[src/rtl/reset_seq_pkg.sv]
// Shared types and default parameters for the far-domain reset sequencer.
// Optional timeout support is selected by RESET_SEQ_TIMEOUT_EN in reset_sequencer.
package reset_seq_pkg;

  typedef enum logic [2:0] {
    IDLE,
    ASSERT,
    WAIT_LOW,
    WAIT_HIGH,
    SETTLE
  } state_e;

  localparam int unsigned ASSERT_CYCLES_DEF  = 16;
  localparam int unsigned RELEASE_CYCLES_DEF = 4;
  localparam int unsigned SYNC_STAGES_DEF    = 2;
  localparam int unsigned TIMEOUT_CYCLES_DEF = 1024;

  // Sizes the shared counter so no phase can wrap it.
  function automatic int unsigned max3(input int unsigned a, input int unsigned b,
                                       input int unsigned c);
    int unsigned m;
    m = (a > b) ? a : b;
    return (m > c) ? m : c;
  endfunction

endpackage

[src/rtl/bit_sync.sv]
// Single-bit synchronizer: STAGES-deep flop chain, asynchronously cleared to 0.
module bit_sync
  import reset_seq_pkg::*;
#(
  parameter int unsigned STAGES = SYNC_STAGES_DEF
) (
  input  logic clk,
  input  logic rst_n,
  input  logic d,
  output logic q
);

  logic [STAGES-1:0] chain;

  always_ff @(posedge clk or negedge rst_n) begin
    if (!rst_n) chain <= '0;
    else        chain <= {chain[STAGES-2:0], d};
  end

  assign q = chain[STAGES-1];

endmodule

[src/rtl/reset_sequencer.sv]
// Stretched, handshaked active-low reset generator for a far clock domain.
// Define RESET_SEQ_TIMEOUT_EN to bound the wait states and enable timeout_err.
module reset_sequencer
  import reset_seq_pkg::*;
#(
  parameter int unsigned ASSERT_CYCLES  = ASSERT_CYCLES_DEF,
  parameter int unsigned RELEASE_CYCLES = RELEASE_CYCLES_DEF,
  parameter int unsigned SYNC_STAGES    = SYNC_STAGES_DEF,
  parameter int unsigned TIMEOUT_CYCLES = TIMEOUT_CYCLES_DEF
) (
  input  logic clk,
  input  logic arstn,
  input  logic rst_req,
  input  logic far_srstn,
  output logic rst_out_n,
  output logic busy,
  output logic done,
  output logic timeout_err
);

  localparam int unsigned CNT_W =
    $clog2(max3(ASSERT_CYCLES, RELEASE_CYCLES, TIMEOUT_CYCLES) + 1);
  localparam logic [CNT_W-1:0] ASSERT_LAST  = CNT_W'(ASSERT_CYCLES - 1);
  localparam logic [CNT_W-1:0] RELEASE_LAST = CNT_W'(RELEASE_CYCLES - 1);

  state_e           state;
  logic [CNT_W-1:0] cnt;
  logic             pend;
  logic             far_n;
  logic             expired_c;

  bit_sync #(.STAGES(SYNC_STAGES)) u_far_sync (
    .clk   (clk),
    .rst_n (arstn),
    .d     (far_srstn),
    .q     (far_n)
  );

`ifdef RESET_SEQ_TIMEOUT_EN
  localparam logic [CNT_W-1:0] TIMEOUT_LAST = CNT_W'(TIMEOUT_CYCLES - 1);
  localparam logic [CNT_W-1:0] WAIT_STEP    = CNT_W'(1);
  assign expired_c = (cnt == TIMEOUT_LAST);
`else
  // Without a timeout the wait counter is frozen so it cannot wrap.
  localparam logic [CNT_W-1:0] WAIT_STEP    = CNT_W'(0);
  assign expired_c = 1'b0;
`endif

  always_ff @(posedge clk or negedge arstn) begin
    if (!arstn) begin
      state       <= ASSERT;
      cnt         <= '0;
      rst_out_n   <= 1'b0;
      busy        <= 1'b1;
      done        <= 1'b0;
      timeout_err <= 1'b0;
      pend        <= 1'b0;
    end else begin
      done <= 1'b0;
      // Requests arriving mid-sequence (including the final SETTLE cycle) are queued.
      if (rst_req && (state != IDLE)) pend <= 1'b1;

      case (state)
        IDLE: begin
          if (rst_req || pend) begin
            state     <= ASSERT;
            cnt       <= '0;
            pend      <= 1'b0;
            rst_out_n <= 1'b0;
            busy      <= 1'b1;
          end
        end
        ASSERT: begin
          if (cnt == ASSERT_LAST) begin
            state <= WAIT_LOW;
            cnt   <= '0;
          end else begin
            cnt <= cnt + CNT_W'(1);
          end
        end
        WAIT_LOW: begin
          if (!far_n || expired_c) begin
            state     <= WAIT_HIGH;
            rst_out_n <= 1'b1;
            cnt       <= '0;
            if (far_n) timeout_err <= 1'b1;
          end else begin
            cnt <= cnt + WAIT_STEP;
          end
        end
        WAIT_HIGH: begin
          if (far_n || expired_c) begin
            state <= SETTLE;
            cnt   <= '0;
            if (!far_n) timeout_err <= 1'b1;
          end else begin
            cnt <= cnt + WAIT_STEP;
          end
        end
        SETTLE: begin
          if (cnt == RELEASE_LAST) begin
            state <= IDLE;
            cnt   <= '0;
            done  <= 1'b1;
            busy  <= 1'b0;
          end else begin
            cnt <= cnt + CNT_W'(1);
          end
        end
        default: begin
          state <= IDLE;
          busy  <= 1'b0;
        end
      endcase
    end
  end

endmodule

[config.mk]
export PLATFORM = sky130hd
export DESIGN_NAME = reset_sequencer
export DESIGN_NICKNAME = d
export VERILOG_FILES = /design/src/rtl/reset_seq_pkg.sv /design/src/rtl/bit_sync.sv /design/src/rtl/reset_sequencer.sv
export SDC_FILE = /design/constraint.sdc
export NUM_CORES = 1
export LEC_CHECK = 0
export ABC_AREA = 1
export ABC_CLOCK_PERIOD_IN_PS = 1800
export BUFFER_PORTS_ARGS = -buffer_cell sky130_fd_sc_hd__buf_2
export CAP_MARGIN = 10
export CORE_ASPECT_RATIO = 0.8
export CORE_UTILIZATION = 50
export CTS_CLUSTER_SIZE = 8
export DETAILED_ROUTE_END_ITERATION = 8
export PLACE_DENSITY = 0.77
export SETUP_SLACK_MARGIN = 0.2
export SYNTH_ARGS = -nofsm -noshare
export SYNTH_HDL_FRONTEND = slang
export SYNTH_SLANG_ARGS = --single-unit
[constraint.sdc]
create_clock -name clk -period 1.8 [get_ports clk]
set_input_delay 0.09 -clock clk [delete_from_list [all_inputs] [get_ports clk]]
set_output_delay 0.09 -clock clk [all_outputs]
set_load 0.01 [all_outputs]
==> flow_summary.json, run 1 <==
{
  "dr.pass1.iters": 4,
  "crit_slowest_cell": "dfrtp_2",
  "drtAntennaViolNets": 0,
  "dpl_cell_area_sq_um": 1206,
  "finalMaxSlewViolations": 0,
  "clk_pin_slew_ns": 0.11,
  "clk_latency_ns": 0.31,
  "internal-power_w": 0.0008090,
  "dp_slack_ns": 0.2829,
  "cp.arrival_ns": 1.68,
  "p_leak_nw": 0.6224,
  "cts_tree": "built",
  "synthesis.nets": 158,
  "hpwl_mm": 1.743,
  "multi_input_area_sq_um": 575.6,
  "synth_ff_type": "dfrtp_1",
  "status": "completed",
  "wirelength_mm": 2.344,
  "synth_area_per_cell_sq_um": 7.532,
  "vias": 984,
  "grt_max_degree": 21,
  "yosys.area.top_type": "dfrtp_1",
  "async_reset_ff_share_pct": 100.0,
  "core_area_sq_um": 2158,
  "grt_pass1_wl_mm": 3.960,
  "rsz0062_at_grt": "no",
  "worstSetupPathDepth": 8,
  "timing.rr.start": "cnt[0]",
  "period_share_pct": 82.00,
  "routabilityCongestion": 0.8740,
  "area_growth_pct": 9.121,
  "syn-cell-area_sq_um": 1152,
  "critPathMaxStageDelay_ns": 0.41,
  "end_kind": "flip-flop",
  "cap_violations": 0,
  "crit_chain": "ha_1 -> nand3_1 -> nor2_1 -> nand2_1 -> nand2_2 -> nand2_2 -> nand2_1 -> o21ai_2",
  "die_w_um": 55.68,
  "final_cell_area_sq_um": 1257,
  "crit_buf_inv": 0,
  "ys_top_cells_by_count": "nand2_1, dfrtp_1, nor2_1, inv_1, nand3_1",
  "grt_pass1_vias": 867,
  "fin_ws_ns": 0.3239,
  "cts_root_buf": "clkbuf_4",
  "grt_usage_pct": 21.31,
  "die_area_sq_um": 2502,
  "rrSetupSlack_ns": 0.32,
  "min_period_ns": 1.476,
  "die_y_um": 44.94,
  "syn_inst": 153,
  "ys_seq_area_share_pct": 43.65,
  "hold_path_class": "input pin to flip-flop",
  "drc_errors": 0,
  "p_switching_w": 0.0006206,
  "max_freq_mhz": 677.5,
  "holdPathStages": 3,
  "cts_num_sinks": 20,
  "synth_most_common_cell": "nand2_1",
  "power_w": 0.001430,
  "ctsLongestPathBuffers": 2,
  "startpoint": "cnt[0]",
  "row_count": 15,
  "postCtsSetupRepairBufs": 0,
  "finalHoldViolCount": 0,
  "comb_power_share_pct": 41.0,
  "clkPwrFrac_pct": 14.7,
  "synth_top_cells_by_area": "dfrtp_1, nand2_1, nand3_1",
  "finClkSkew_ns": 0.008881,
  "rr_worst_depth": 8,
  "n_antenna_cell": 0,
  "wl_per_cell_um": 12.47,
  "fill_cells": 193,
  "ys_ff_latch": 20,
  "whs_ns": 0.03100,
  "p_sw_share_pct": 43.41,
  "register_area_sq_um": 504.2,
  "crit_required_ns": 2.00,
  "tns_ns": 0,
  "startpoint_type": "flip-flop",
  "path_max_fanout": 5,
  "synth-edff-count": 0,
  "cts.htree.levels": 1,
  "drive_above_1_share_pct": 19.02,
  "antenna_found_initial": 0,
  "grt-ovfl-total": 0,
  "start_util_pct": 53.39,
  "power_density_nw_per_um2": 1137,
  "ir_drop_mv": 0.9756,
  "seqPwrFrac_pct": 44.3,
  "portBuffers": 6,
  "drt-vias-per-instance": 5.234,
  "crit_end": "cnt[7]",
  "timing.final.setup_violations": 0,
  "cp_top_family": "simple AND/OR/NAND/NOR gates",
  "reg2reg_to": "cnt[7]",
  "final_nets": 170,
  "synth_cell_types": 23,
  "yosys_warnings": 0,
  "crit_type": "flip-flop to flip-flop",
  "ioPinCount": 8,
  "yosysTopAreaCellShare_pct": 39.09,
  "drt_iter0_markers": 49,
  "cts_buffers": 3
}
## area by class of cell
type	instances	share of cell area, %
multi-input combinational	113	45.77
sequential	20	40.10
inverter	19	5.871
timing repair buffer	8	3.980
tap	25	2.488
clock buffer	3	1.791
## worst min-delay path by stage
stage / startpoint / endpoint / slack (ns)
detailed placement: arstn / pend / 0.06
CTS: rst_req / pend / 0.03
floorplan: arstn / cnt[0] / -0.21
global placement: arstn / pend / 0.06
finish: rst_req / pend / 0.03
global route: rst_req / pend / 0.06
## repair_timing
action	in CTS	in global routing
gates resized for setup	0	4
hold buffers	2	0
setup endpoints to repair	0	6
hold endpoints to repair	19	0
## metrics by stage
step / instances / utilization [%]
global route: 188 / 58.26
detailed placement: 183 / 55.88
global placement: 183 / 55.88
floorplan: 153 / -
finish: 188 / 58.26
CTS: 188 / 57.86
## registers in the layout, summed over array words and instances (netlist names)
register          count
busy                  1
state                 3
cnt                  11
done                  1
u_far_sync.chain      2
rst_out_n             1
pend                  1
## worst min-delay path: stages
cell and delay, ns:
buf_2 0.07, nor2_1 0.05, nor2_1 0.09
## layout by cell type, fill, tap and decap left out, drive strengths merged
cell and count:
nand2 46, buf 6, dlygate4sd3 2, nor4 1, nor3 2, dfrtp 18, o211ai 3, nand4 5
inv 19, xor2 2, xnor2 1, dfstp 2, ha 1, nand3 15, nor2 22, conb 1
clkbuf 3, o21ai 14
## cells by family after synthesis
logic type / after synthesis / synth area share (%)
AND/OR/NAND/NOR: 91 / 35.61
buffers and inverters: 20 / 7.059
flip-flops: 20 / 43.65
AO/OA/AOI/OAI: 17 / 9.989
XOR/XNOR: 3 / 2.281
adder cells (fa/ha/maj): 1 / 1.086
other: 1 / 0.3254
## power by group through the flow
stage	sequential [W]	clock (W)	combinational, W
after global placement	0.000634	0	0.000569
after detailed placement	0.000640	0	0.000574
after CTS	0.000631	0.000215	0.000579
final	0.000633	0.000210	0.000587
after floorplan	0.000639	0	0.000432
after global routing	0.000647	0.000239	0.000668
## layer usage
layer,vias up,global-route usage [%],routed length (um)
li1,513,-,-
met4,0,9.000,32
met3,4,6.590,153
met5,-,0,0
met2,25,33.73,1005
met1,442,27.71,1153
(Power assumes the default switching activity.)
==> run 2: changes to the inputs <==
--- a/config.mk
+++ b/config.mk
@@ -6,7 +6,7 @@
 export NUM_CORES = 1
 export LEC_CHECK = 0
 export ABC_AREA = 1
-export ABC_CLOCK_PERIOD_IN_PS = 1800
+export ABC_CLOCK_PERIOD_IN_PS = 1400
 export BUFFER_PORTS_ARGS = -buffer_cell sky130_fd_sc_hd__buf_2
 export CAP_MARGIN = 10
 export CORE_ASPECT_RATIO = 0.8
==> constraint.sdc (replaced) <==
create_clock -name clk -period 1.4 [get_ports clk]
set_input_delay 0.07 -clock clk [delete_from_list [all_inputs] [get_ports clk]]
set_output_delay 0.07 -clock clk [all_outputs]
set_load 0.01 [all_outputs]
==> run 2 against run 1 <==
  * Global-route usage is 0.49 points higher
  * Critical endpoint is now cnt[1]
  * First-iteration DRC count up 10%
  * Largest power group is now combinational cells
  * Combinational power is 72% higher
  * Cell count is 8.0% higher
==> flow_summary.json, run 2 (synthesis gave the netlist of run 1 again) <==
{
  "dp_slack_ns": 0.04656,
  "whs_ns": 0.05100,
  "highest_layer": "met4",
  "clk_pin_slew_ns": 0.11,
  "portBuffers": 6,
  "drt_iter0_markers": 54,
  "cts_tree": "built",
  "hold_path_class": "input pin to flip-flop",
  "cts.htree.levels": 1,
  "min_period_ns": 1.360,
  "status": "completed",
  "dr_wl_met2_mm": 1.144,
  "ir_drop_mv": 1.355,
  "area_growth_pct": 27.25,
  "antenna_found_initial": 0,
  "drtAntennaViolNets": 0,
  "routabilityCongestion": 0.8742,
  "grt_max_degree": 21,
  "dr.pass1.iters": 4,
  "grt_usage_pct": 21.79,
  "cts_root_buf": "clkbuf_4",
  "p_switching_w": 0.0009218,
  "wl_met1_mm": 1.227,
  "final_common_cell": "nand2_1",
  "p_leak_nw": 0.7013,
  "max_freq_mhz": 735.5,
  "crit_required_ns": 1.60,
  "finalMaxSlewViolations": 0,
  "wl_per_cell_um": 12.55,
  "core_area_sq_um": 2158,
  "cap_violations": 0,
  "die_w_um": 55.68,
  "clk_latency_ns": 0.30,
  "crit_type": "flip-flop to flip-flop",
  "start_util_pct": 53.39,
  "timing.final.setup_violations": 0,
  "drt-vias-per-instance": 5.369,
  "final_nets": 184,
  "path_max_fanout": 4,
  "period_share_pct": 97.12,
  "power_density_nw_per_um2": 1487,
  "cts_num_sinks": 20,
  "ctsLongestPathBuffers": 2,
  "fin_ws_ns": 0.04029,
  "internal-power_w": 0.001259,
  "comb_power_share_pct": 46.5,
  "n_antenna_cell": 0,
  "die_area_sq_um": 2502,
  "largest-register": "cnt",
  "seqPwrFrac_pct": 38.0,
  "finClkSkew_ns": 0.002136,
  "ioPinCount": 8,
  "finalHoldViolCount": 0,
  "met3_wirelength_um": 163,
  "end_kind": "flip-flop",
  "p_sw_share_pct": 42.27,
  "die_y_um": 44.94,
  "row_count": 15,
  "cts_buffers": 3,
  "final_cell_mix": "nand2_1, inv_1, nor2_1, dfrtp_1, buf_4",
  "drc_errors": 0,
  "vias": 1090,
  "clkPwrFrac_pct": 15.5,
  "hpwl_mm": 1.783,
  "startpoint_type": "flip-flop",
  "grt_pass1_vias": 908,
  "rsz0062_at_grt": "yes",
  "cp.arrival_ns": 1.56,
  "largest_register_ffs": 11,
  "grt_pass1_wl_mm": 4.098,
  "reg_top3": "cnt: 11 flops, state: 3 flops, u_far_sync.chain: 2 flops",
  "grt-ovfl-total": 0,
  "drive_above_1_share_pct": 37.64,
  "wirelength_mm": 2.547
}
run 2: cell types whose count changed in the layout (fill, tap and decap cells not counted), moves of 2 or more:
| cell | before | now |
|---|---|---|
| nand3_2 | 0 | 3 |
| dfrtp_2 | 1 | 5 |
| nor2_1 | 16 | 13 |
| buf_4 | 0 | 13 |
| nand2_1 | 42 | 34 |
| o21ai_0 | 8 | 5 |
| nor2_4 | 2 | 5 |
| dfrtp_1 | 17 | 13 |
| nand2_2 | 3 | 10 |
| o21ai_1 | 0 | 2 |
| nand3_1 | 15 | 12 |
run 2: worst max-delay path, cell delays in order, from the launching register on:
cell     delay, ns
dfrtp_1       0.44
ha_4          0.19
nand3_2       0.09
nor2_1        0.09
nand2_1       0.10
nand2_2       0.14
nand2_4       0.08
nand2_1       0.08
nand2_1       0.05
run 2: final timing paths:
check | slack [ns] | start | to | cells past startpoint
max | 0.04 | cnt[0] | cnt[1] | 8
min | 0.05 | rst_req | pend | 3
max reg2reg | 0.04 | cnt[0] | cnt[1] | 8
min reg2reg | 0.36 | u_far_sync.chain[0] | u_far_sync.chain[1] | 0
max in group asynchronous | 0.83 | arstn | state[0] | 2
min in group asynchronous | 0.23 | arstn | cnt[10] | 2
run 2: power by group through the flow:
stage | registers [W] | logic [W] | clock network [W]
detailed placement | 0.000827 | 0.000837 | 0
CTS | 0.000818 | 0.000957 | 0.000344
global placement | 0.000820 | 0.000816 | 0
global route | 0.000849 | 0.00111 | 0.000374
finish | 0.000830 | 0.00101 | 0.000337
floorplan | 0.000829 | 0.000595 | 0
run 2: area by class of cell:
class                           instances  area, sq um
Tap cell                               25        31.28
Sequential cell                        20        509.2
Inverter                               19        76.32
Timing Repair Buffer                   22        158.9
Clock buffer                            4        36.28
Multi-Input combinational cell        113        654.4
Fill cell                             168        691.9
run 2: through the flow:
stage	total power (W)	std cells	cell area, sq um	setup TNS (ns)	utilization [%]
floorplan	0.001424	153	1187	0	-
global placement	0.001636	186	1264	0	58.55
detailed placement	0.001664	186	1264	0	58.55
CTS	0.002120	203	1418	0	65.68
global route	0.002337	203	1466	-0.07868	67.94
finish	0.002181	203	1466	0	67.94
run 2: metal layers:
layer	track usage (%)	vias up
met1	31.44	510
met4	5.000	0
li1	-	545
met2	33.01	33
met5	0	-
met3	6.017	2
run 2: repair_timing:
action                                 4_1_cts  5_1_grt
hold buffers                                 2        0
endpoints found under the hold margin       19        0
resized for setup                            6       20
setup endpoints to repair                   16       17
pin swaps                                    9       13
buffers inserted                            11        0
